===== src/rtl/scene_pkg.sv =====
// Shared types and screen defaults for the scene sequencer.
package scene_pkg;

  typedef enum logic [2:0] {
    IDLE   = 3'd0,
    CLEAR  = 3'd1,
    SEEK   = 3'd2,
    LAUNCH = 3'd3,
    REARM  = 3'd4,
    FINISH = 3'd5
  } state_t;

  typedef struct packed {
    logic       valid;
    logic [2:0] colour;
    logic [7:0] cx;
    logic [6:0] cy;
    logic [7:0] r;
  } circle_entry_t;

  localparam int         DEF_SCREEN_W  = 160;
  localparam int         DEF_SCREEN_H  = 120;
  localparam logic [2:0] DEF_BG_COLOUR = 3'b000;

endpackage


===== src/rtl/scene_ctrl_clear_engine.sv =====
// Raster counter for the clear pass: one plot per cycle over the whole screen.
module clear_engine
  import scene_pkg::*;
#(
  parameter int W = DEF_SCREEN_W,
  parameter int H = DEF_SCREEN_H
) (
  input  logic       clk,
  input  logic       rstn,
  input  logic       start,
  output logic       plot,
  output logic [7:0] x,
  output logic [6:0] y,
  output logic       last
);

  // x/y advance while plotting; plot drops after the bottom-right pixel
  always_ff @(posedge clk or negedge rstn) begin
    if (!rstn) begin
      plot <= 1'b0;
      x    <= 8'd0;
      y    <= 7'd0;
    end else if (start && !plot) begin
      plot <= 1'b1;
      x    <= 8'd0;
      y    <= 7'd0;
    end else if (plot) begin
      if (x == 8'(W - 1)) begin
        x <= 8'd0;
        if (y == 7'(H - 1)) begin
          plot <= 1'b0;
          y    <= 7'd0;
        end else begin
          y <= y + 7'd1;
        end
      end else begin
        x <= x + 8'd1;
      end
    end
  end

  assign last = plot && (x == 8'(W - 1)) && (y == 7'(H - 1));

endmodule


===== src/rtl/scene_ctrl.sv =====
// Scene sequencer: clears the framebuffer, then launches the circle engine
// once per valid table entry while sharing the single VGA plot port.
module scene_ctrl
  import scene_pkg::*;
#(
  parameter int         NUM_CIRCLES = 4,
  parameter int         SCREEN_W    = DEF_SCREEN_W,
  parameter int         SCREEN_H    = DEF_SCREEN_H,
  parameter logic [2:0] BG_COLOUR   = DEF_BG_COLOUR
) (
  input  logic       clk,
  input  logic       rstn,
  input  logic       start,
  output logic       done,
  input  logic       cfg_we,
  input  logic [3:0] cfg_idx,
  input  logic       cfg_valid,
  input  logic [2:0] cfg_colour,
  input  logic [7:0] cfg_cx,
  input  logic [6:0] cfg_cy,
  input  logic [7:0] cfg_r,
  output logic       circ_start,
  input  logic       circ_done,
  output logic [2:0] circ_colour,
  output logic [7:0] circ_centre_x,
  output logic [6:0] circ_centre_y,
  output logic [7:0] circ_radius,
  input  logic [7:0] circ_vga_x,
  input  logic [6:0] circ_vga_y,
  input  logic [2:0] circ_vga_colour,
  input  logic       circ_vga_plot,
  output logic [7:0] vga_x,
  output logic [6:0] vga_y,
  output logic [2:0] vga_colour,
  output logic       vga_plot
);

  state_t        state_r;
  logic [4:0]    idx_r;
  circle_entry_t tbl_r [NUM_CIRCLES];
  circle_entry_t cur_r;
  circle_entry_t seek_entry_s;
  logic          ce_start_s;
  logic          ce_plot_s;
  logic          ce_last_s;
  logic [7:0]    ce_x_s;
  logic [6:0]    ce_y_s;

  assign ce_start_s = (state_r == IDLE) && start;

  clear_engine #(.W(SCREEN_W), .H(SCREEN_H)) u_clear (
    .clk   (clk),
    .rstn  (rstn),
    .start (ce_start_s),
    .plot  (ce_plot_s),
    .x     (ce_x_s),
    .y     (ce_y_s),
    .last  (ce_last_s)
  );

  // Table is only writable while idle so a running scene sees a frozen copy
  always_ff @(posedge clk or negedge rstn) begin
    if (!rstn) begin
      for (int i = 0; i < NUM_CIRCLES; i++) tbl_r[i] <= '0;
    end else if ((state_r == IDLE) && cfg_we && ({1'b0, cfg_idx} < 5'(NUM_CIRCLES))) begin
      for (int i = 0; i < NUM_CIRCLES; i++) begin
        if (cfg_idx == 4'(i)) tbl_r[i] <= '{cfg_valid, cfg_colour, cfg_cx, cfg_cy, cfg_r};
      end
    end
  end

  always_comb begin
    seek_entry_s = '0;
    for (int i = 0; i < NUM_CIRCLES; i++) begin
      seek_entry_s = (idx_r == 5'(i)) ? tbl_r[i] : seek_entry_s;
    end
  end

  // Sequencer FSM with registered done/circ_start and latched entry fields
  always_ff @(posedge clk or negedge rstn) begin
    if (!rstn) begin
      state_r    <= IDLE;
      idx_r      <= 5'd0;
      done       <= 1'b0;
      circ_start <= 1'b0;
      cur_r      <= '0;
    end else begin
      case (state_r)
        IDLE: begin
          done <= 1'b0;
          if (start) begin
            state_r <= CLEAR;
            idx_r   <= 5'd0;
          end
        end
        CLEAR: begin
          if (ce_last_s) state_r <= SEEK;
        end
        SEEK: begin
          if (idx_r == 5'(NUM_CIRCLES)) begin
            state_r <= FINISH;
            done    <= 1'b1;
          end else if (seek_entry_s.valid) begin
            state_r    <= LAUNCH;
            circ_start <= 1'b1;
            cur_r      <= seek_entry_s;
          end else begin
            idx_r <= idx_r + 5'd1;
          end
        end
        LAUNCH: begin
          if (circ_done) begin
            state_r    <= REARM;
            circ_start <= 1'b0;
          end
        end
        // Engine must see start low before the next launch
        REARM: begin
          if (!circ_done) begin
            state_r <= SEEK;
            idx_r   <= idx_r + 5'd1;
          end
        end
        FINISH: begin
          if (!start) begin
            state_r <= IDLE;
            done    <= 1'b0;
          end
        end
        default: begin
          state_r    <= IDLE;
          done       <= 1'b0;
          circ_start <= 1'b0;
        end
      endcase
    end
  end

  assign circ_colour   = cur_r.colour;
  assign circ_centre_x = cur_r.cx;
  assign circ_centre_y = cur_r.cy;
  assign circ_radius   = cur_r.r;

  // Plot port owner: clear engine in CLEAR, circle engine in LAUNCH/REARM
  always_comb begin
    vga_x      = 8'd0;
    vga_y      = 7'd0;
    vga_colour = 3'd0;
    vga_plot   = 1'b0;
    case (state_r)
      CLEAR: begin
        vga_x      = ce_x_s;
        vga_y      = ce_y_s;
        vga_colour = BG_COLOUR;
        vga_plot   = ce_plot_s;
      end
      LAUNCH, REARM: begin
        vga_x      = circ_vga_x;
        vga_y      = circ_vga_y;
        vga_colour = circ_vga_colour;
        vga_plot   = circ_vga_plot;
      end
      default: begin
        vga_plot = 1'b0;
      end
    endcase
  end

endmodule


===== config.mk =====
export PLATFORM = sky130hd
export DESIGN_NAME = scene_ctrl
export DESIGN_NICKNAME = d
export VERILOG_FILES = /design/src/rtl/scene_pkg.sv /design/src/rtl/scene_ctrl_clear_engine.sv /design/src/rtl/scene_ctrl.sv
export SDC_FILE = /design/constraint.sdc
export NUM_CORES = 1
export LEC_CHECK = 0
export CORE_MARGIN = 2
export CORE_UTILIZATION = 53
export DETAILED_ROUTE_END_ITERATION = 6
export GPL_ROUTABILITY_DRIVEN = 1
export PLACE_DENSITY = 0.81
export SYNTH_ARGS = -nofsm -noshare
export SYNTH_HDL_FRONTEND = slang
export SYNTH_SLANG_ARGS = --single-unit

===== constraint.sdc =====
create_clock -name clk -period 5.7 [get_ports clk]
set_input_delay 0.57 -clock clk [delete_from_list [all_inputs] [get_ports clk]]
set_output_delay 0.57 -clock clk [all_outputs]
set_load 0.03 [all_outputs]

==> results of run 1 <==
-- cell families after synthesis --
logic type / synth area share [%]
AOI/OAI and AO/OA: 11.8
xor gates and xnor gates: 0.335
adders and majority gates: 0.956
buffers and inverters: 3.73
DFF: 51.0
muxes: 19.9
and+or+nand+nor: 12.3
-- registers in the layout, summed over array words and instances (netlist names) --
signal / flops
circ_centre_x: 8
circ_centre_y: 7
circ_colour: 3
circ_radius: 8
circ_start: 1
done: 1
idx_r: 5
state_r: 3
tbl_r: 108
u_clear.plot: 1
u_clear.x: 8
u_clear.y: 7
-- layer usage --
metal | up-vias | global-route usage [%]
li1 | 2574 | -
met1 | 2899 | 31.2
met2 | 155 | 40.1
met3 | 29 | 4.84
met4 | 4 | 8.04
met5 | - | 0
-- metrics by stage --
stage	area [um^2]	util, %	power, mW	instances
finish	9530	65.8	4.70	923
CTS	9530	65.8	4.71	923
global route	9530	65.8	4.93	923
global placement	8890	61.4	3.36	891
detailed placement	8890	61.4	3.47	891
floorplan	7850	-	2.93	645
-- final timing paths --
path | endpoint | slack, ps | depth (start not counted)
setup / recovery | vga_y[3] | 2130 | 4
hold / removal | u_clear.x[1] | 240 | 1
setup reg to reg | circ_radius[6] | 2280 | 6
hold reg to reg | tbl_r[12] | 500 | 1
max in group asynchronous | tbl_r[16] | 4150 | 2
min in group clk | tbl_r[12] | 500 | 1
-- area by class of cell --
class                      instances  share of cell area, %
multi-input combinational        431                   37.4
clock buffer                      21                   4.73
sequential                       160                   42.0
tap                              184                   2.42
timing repair buffer             108                   11.2
clock inverter                    11                   1.96
inverter                           8                  0.315
-- power groups by stage --
stage | clock [mW] | combinational [mW] | sequential (mW)
2_1_floorplan | 0 | 1.16 | 1.78
3_3_place_gp | 0 | 1.56 | 1.80
3_5_place_dp | 0 | 1.63 | 1.84
4_1_cts | 1.24 | 1.64 | 1.83
5_1_grt | 1.29 | 1.76 | 1.88
6_report | 1.23 | 1.64 | 1.84
-- Yosys cell counts (3+ instances only) --
cell type	instances
a211oi_1	3
ha_1	6
a21o_1	3
buf_2	6
nor2_1	4
inv_1	8
a22o_1	20
nand3_1	11
nand3b_1	28
a22oi_1	3
nand4_1	4
buf_6	6
dfrtp_1	160
nand2_1	45
a21oi_1	11
a31oi_1	30
clkbuf_1	28
nor2b_1	4
mux2i_1	3
o211ai_1	3
and3_1	3
nor3b_1	3
nand2b_1	28
buf_4	4
and2_1	6
mux2_2	136
o311ai_0	27
o21ai_0	13
==> flow_metrics.py, run 1 <==
metrics = {
    "status": {
        "status": "complete, no violations",
    },
    "floorplanning": {
        "num_rows": 44,
        "pin_count": 102,
        "fp.dieH_um": 126,
        "fp.dieArea_um2": 15800,
        "start_util_pct": 54.2,
        "die_w_um": 126,
        "core_um2": 14500,
    },
    "detailed_routing": {
        "wirelength_met1_um": 7990,
        "postRouteAntennaNets": 0,
        "drt-total-wl_um": 18500,
        "wl_per_cell_um": 20.0,
        "drc": 0,
        "wl_met2_um": 9240,
        "num_vias": 5661,
        "routed_via_density": 6.13,
        "highest_layer": "met5",
        "drt_iter0_drc": 439,
        "wl_met3_um": 906,
        "dr.pass1.iters": 5,
    },
    "clock_network": {
        "tritoncts": "yes",
        "clk_pin_slew_ps": 60,
        "cts_root_buffer": "clkbuf_16",
        "cts_setup_buffers": 0,
        "cts_inserted_buffers": 17,
        "cts.repair.resized": 0,
        "ctsHoldBuffers": 0,
        "cts_max_path_buffers": 2,
        "htreeDepth": 4,
        "worstSkewPairLatency_ps": 430,
        "clock_sinks": 160,
    },
    "cells_and_area": {
        "diodes": 0,
        "final_cell_mix": "dfrtp_1 (160), mux2_2 (136), clkdlybuf4s50_1 (100), nand2_1 (45), a31oi_1 (30)",
        "fin_nets": 787,
        "layout.cells.most_common": "dfrtp_1",
        "syn_to_final_growth_pct": 21.4,
        "fillCellCount": 1056,
        "layout-drive-gt1-share_pct": 25.2,
        "multi_input_area_um2": 3560,
        "register_area_um2": 4000,
    },
    "timing": {
        "worst_slew_pin_slew_ps": 1160,
        "timing.final.crit_share_pct": 62.7,
        "rsz0062_at_grt": "false",
        "maxSlewViolCount": 0,
        "fin_tns_setup_ps": 0,
        "setup_slack_ps": 2130,
        "slew-limit-headroom_pct": 22.5,
        "fin_crit_ps": 3570,
        "clock_skew_ps": 9.64,
        "hold_ws_ps": 239,
        "finalHoldViolCount": 0,
        "setup_viol": 0,
        "timing.fmax_mhz": 280,
    },
    "placement": {
        "place_congestion": 0.876,
        "io_buffers": 101,
        "place_ws_ps": 2360,
        "place_hpwl_um": 11500,
    },
    "global_route": {
        "gr-total-overflow": 0,
        "antenna_found_initial": 2,
        "grt_max_degree": 105,
        "grt_pass1_vias": 5835,
        "track_usage_pct": 23.9,
        "grt_pass1_wl_um": 30000,
    },
    "critical_path": {
        "path_delay_family": "compound AO/OA/AOI/OAI gates",
        "worst_setup_path_start_kind": "flop",
        "regToRegStartpoint": "idx_r[0]",
        "cp_common_cell": "a22o_1",
        "critical-path-max-stage-delay_ps": 680,
        "worstPathArrival_ps": 3000,
        "end_kind": "primary output",
        "critical_path_peak_fanout": 19,
        "path_buf_inv": 1,
        "path_cells": "nor2_1 > a22o_1 > a22o_1 > clkdlybuf4s50_1",
        "cp.required_ps": 5130,
        "setup.worst_path.start": "state_r[0]",
        "cp_slowest_cell": "clkdlybuf4s50_1",
        "path_class": "reg -> out",
    },
    "logic_synthesis": {
        "synth_top_area_share_pct": 51.0,
        "synth_nets": 706,
        "ys_seq_area_share_pct": 51.0,
        "synth-edff-count": 0,
        "synthCells": 645,
        "synthDistinctLibCells": 58,
        "ys_warn_count": 0,
        "synth_area_leaders": "dfrtp_1 (51%), mux2_2 (20%), o311ai_0 (3.0%)",
        "async_flop_share_pct": 100,
        "netlist_area_um2": 7850,
        "ys.flop_type": "dfrtp_1",
        "yosysTopAreaCell": "dfrtp_1",
        "avgSynthCellArea_um2": 12.2,
        "ys_ff_latch": 160,
    },
    "power": {
        "p_switching_mw": 1.57,
        "power_frac_comb_pct": 34.8,
        "p_int_mw": 3.13,
        "ir_worst_vdd_mv": 0.230,
        "p_sw_share_pct": 33.4,
        "p_clk_share_pct": 26.1,
        "p_leak_nw": 4.22,
        "seqPwrFrac_pct": 39.1,
        "power.density_nw_per_um2": 493,
    },
    "min_path": {
        "hold_path.class": "in -> async",
    },
    "flow_run": {
        "max_cap_viol_count": 0,
    },
}
No activity file was read; power rests on OpenSTA's default activity.
==> inputs of run 2 (changes only) <==
==> constraint.sdc (replaced) <==
create_clock -name clk -period 3.3 [get_ports clk]
set_input_delay 0.33 -clock clk [delete_from_list [all_inputs] [get_ports clk]]
set_output_delay 0.33 -clock clk [all_outputs]
set_load 0.03 [all_outputs]
==> run 2 against run 1 <==
Net effect:
- register-to-register slack worse by 1500 ps
- worst setup slack worse by 1800 ps
- design area is 0.75% higher
- largest cell class unchanged
- core utilization is 0.49 points higher
- first-iteration DRC count is 13% lower
- global-route usage is 0.092 points lower
- total power is 69% higher
- combinational power is 77% higher
- hold slack better by 230 ps
- sequential share of layout area is 0.31 points lower
- sequential power is 71% higher
- die area stayed put
==> flow_metrics.py, run 2 (synthesized netlist as in run 1, its figures left out) <==
metrics = {
    "timing": {
        "fin_crit_ps": 2970,
        "setup_viol": 0,
        "finalHoldViolCount": 0,
        "timing.fmax_mhz": 336,
        "rsz0062_at_grt": "false",
        "maxSlewViolCount": 0,
        "timing.final.crit_share_pct": 90.1,
        "clock_skew_ps": 6.92,
        "fin_tns_setup_ps": 0,
        "worst_slew_pin_slew_ps": 1010,
        "slew-limit-headroom_pct": 32.4,
    },
    "clock_network": {
        "worstSkewPairLatency_ps": 420,
        "cts_root_buffer": "clkbuf_16",
        "cts_max_path_buffers": 2,
        "clock_sinks": 160,
        "htreeDepth": 4,
        "cts_inserted_buffers": 17,
        "clk_pin_slew_ps": 60,
        "tritoncts": "yes",
    },
    "status": {
        "status": "complete, no violations",
    },
    "critical_path": {
        "r2r_cells": 6,
        "end_kind": "primary output",
        "r2r-end": "circ_radius[5]",
        "path_class": "reg -> out",
        "path_cells": "nor2b_1 > a22o_2 > a22o_1 > clkdlybuf4s50_1",
        "setup.worst_path.start": "state_r[1]",
        "critical-path-max-stage-delay_ps": 670,
        "cp.required_ps": 2970,
        "critical_path_peak_fanout": 19,
        "worstPathArrival_ps": 2640,
        "reg2reg_slack_ps": 760,
        "regToRegStartpoint": "idx_r[0]",
        "cp_slowest_cell": "clkdlybuf4s50_1",
        "endpoint": "vga_x[1]",
        "worst_setup_path_start_kind": "flop",
    },
    "detailed_routing": {
        "drc": 0,
        "wl_per_cell_um": 19.6,
        "drt-total-wl_um": 18400,
        "routed_via_density": 6.13,
        "postRouteAntennaNets": 0,
        "num_vias": 5764,
        "dr.pass1.iters": 5,
        "drt_iter0_drc": 383,
    },
    "global_route": {
        "track_usage_pct": 23.8,
        "grt_pass1_wl_um": 30100,
        "antenna_found_initial": 0,
        "grt_max_degree": 72,
        "grt_pass1_vias": 5969,
        "gr-total-overflow": 0,
    },
    "cells_and_area": {
        "layout-drive-gt1-share_pct": 27.0,
        "diodes": 0,
        "layout.cells.most_common": "dfrtp_1",
        "syn_to_final_growth_pct": 22.3,
        "fin_util_pct": 66.3,
        "top_register": "tbl_r",
        "final_cell_mix": "dfrtp_1 (160), mux2_2 (136), clkdlybuf4s50_1 (100), nand2_1 (45), a31oi_1 (30)",
        "largest_register_ffs": 108,
        "fin_nets": 804,
        "fillCellCount": 1061,
    },
    "power": {
        "power.density_nw_per_um2": 828,
        "p_leak_nw": 4.26,
        "ir_worst_vdd_mv": 0.509,
    },
    "floorplanning": {
        "core_um2": 14500,
        "die_w_um": 126,
        "pin_count": 102,
        "fp.dieArea_um2": 15800,
        "num_rows": 44,
        "start_util_pct": 54.2,
        "fp.dieH_um": 126,
    },
    "placement": {
        "place_congestion": 0.851,
        "io_buffers": 101,
        "place_hpwl_um": 12000,
    },
    "min_path": {
        "hold_path.class": "in -> async",
    },
    "flow_run": {
        "max_cap_viol_count": 0,
    },
}
## run 2: changes by cell type in the layout (fill, tap and decap cells not counted), sizes merged, moves of 3 or more
cell	delta
buf	+16
bufinv	-4
clkinv	-3
clkinvlp	+3
inv	+3
## run 2: routing by layer
| layer | track usage, % | wire length [um] | up-vias | part of all wire [%] |
|---|---|---|---|---|
| li1 | - | - | 2615 | - |
| met1 | 31.6 | 8020 | 2947 | 44 |
| met2 | 39.3 | 9190 | 179 | 50 |
| met3 | 4.38 | 895 | 23 | 4.9 |
| met4 | 8.69 | 275 | 0 | 1.5 |
| met5 | 0 | 0 | - | 0 |
## run 2: timing repair
item,CTS,global route
setup buffers,0,0
endpoints found under the setup margin,0,12
gates resized for setup,0,1
hold buffers,1,0
hold endpoints to repair,68,0
## run 2: area by class of cell
| cell class | count | area [um^2] | share of cell area [%] |
|---|---|---|---|
| Sequential cell | 160 | 4000 | 41.7 |
| Clock inverter | 10 | 103 | 1.07 |
| Clock buffer | 22 | 474 | 4.94 |
| Multi-Input combinational cell | 431 | 3560 | 37.1 |
| Timing Repair Buffer | 125 | 1190 | 12.4 |
| Tap cell | 184 | 230 | 2.40 |
| Inverter | 8 | 30.0 | 0.313 |
## run 2: critical path: cells and delay by family, from the launching register on
| family | cells | cell delay [ps] |
|---|---|---|
| and+or+nand+nor | 1 | 370 |
| AOI/OAI and AO/OA | 2 | 650 |
| DFF | 1 | 530 |
| buffers and inverters | 1 | 670 |
## run 2: metrics by stage
step	worst slack, ps	total power [mW]	cell area [um^2]	cells	hold slack [ps]
2_1_floorplan	1230	5.07	7850	645	34.4
3_3_place_gp	732	5.86	9010	907	372
3_5_place_dp	593	6.04	9010	907	383
4_1_cts	122	7.96	9600	940	497
5_1_grt	197	8.37	9600	940	509
6_report	328	7.94	9600	940	467
## run 2: worst min-delay path by stage
stage / startpoint / to / cells past startpoint
floorplan: rstn / circ_centre_x[0] / 0
global placement: rstn / u_clear.x[3] / 1
detailed placement: rstn / u_clear.x[3] / 1
CTS: rstn / u_clear.y[0] / 2
global route: tbl_r[11] / tbl_r[11] / 1
finish: rstn / u_clear.x[3] / 2
## run 2: report_power, final
part | total, mW | switching, mW | internal [mW]
registers | 3.14 | 0.470 | 2.67
clock network | 1.91 | 0.801 | 1.11
logic | 2.90 | 1.48 | 1.42
total | 7.94 | 2.75 | 5.19
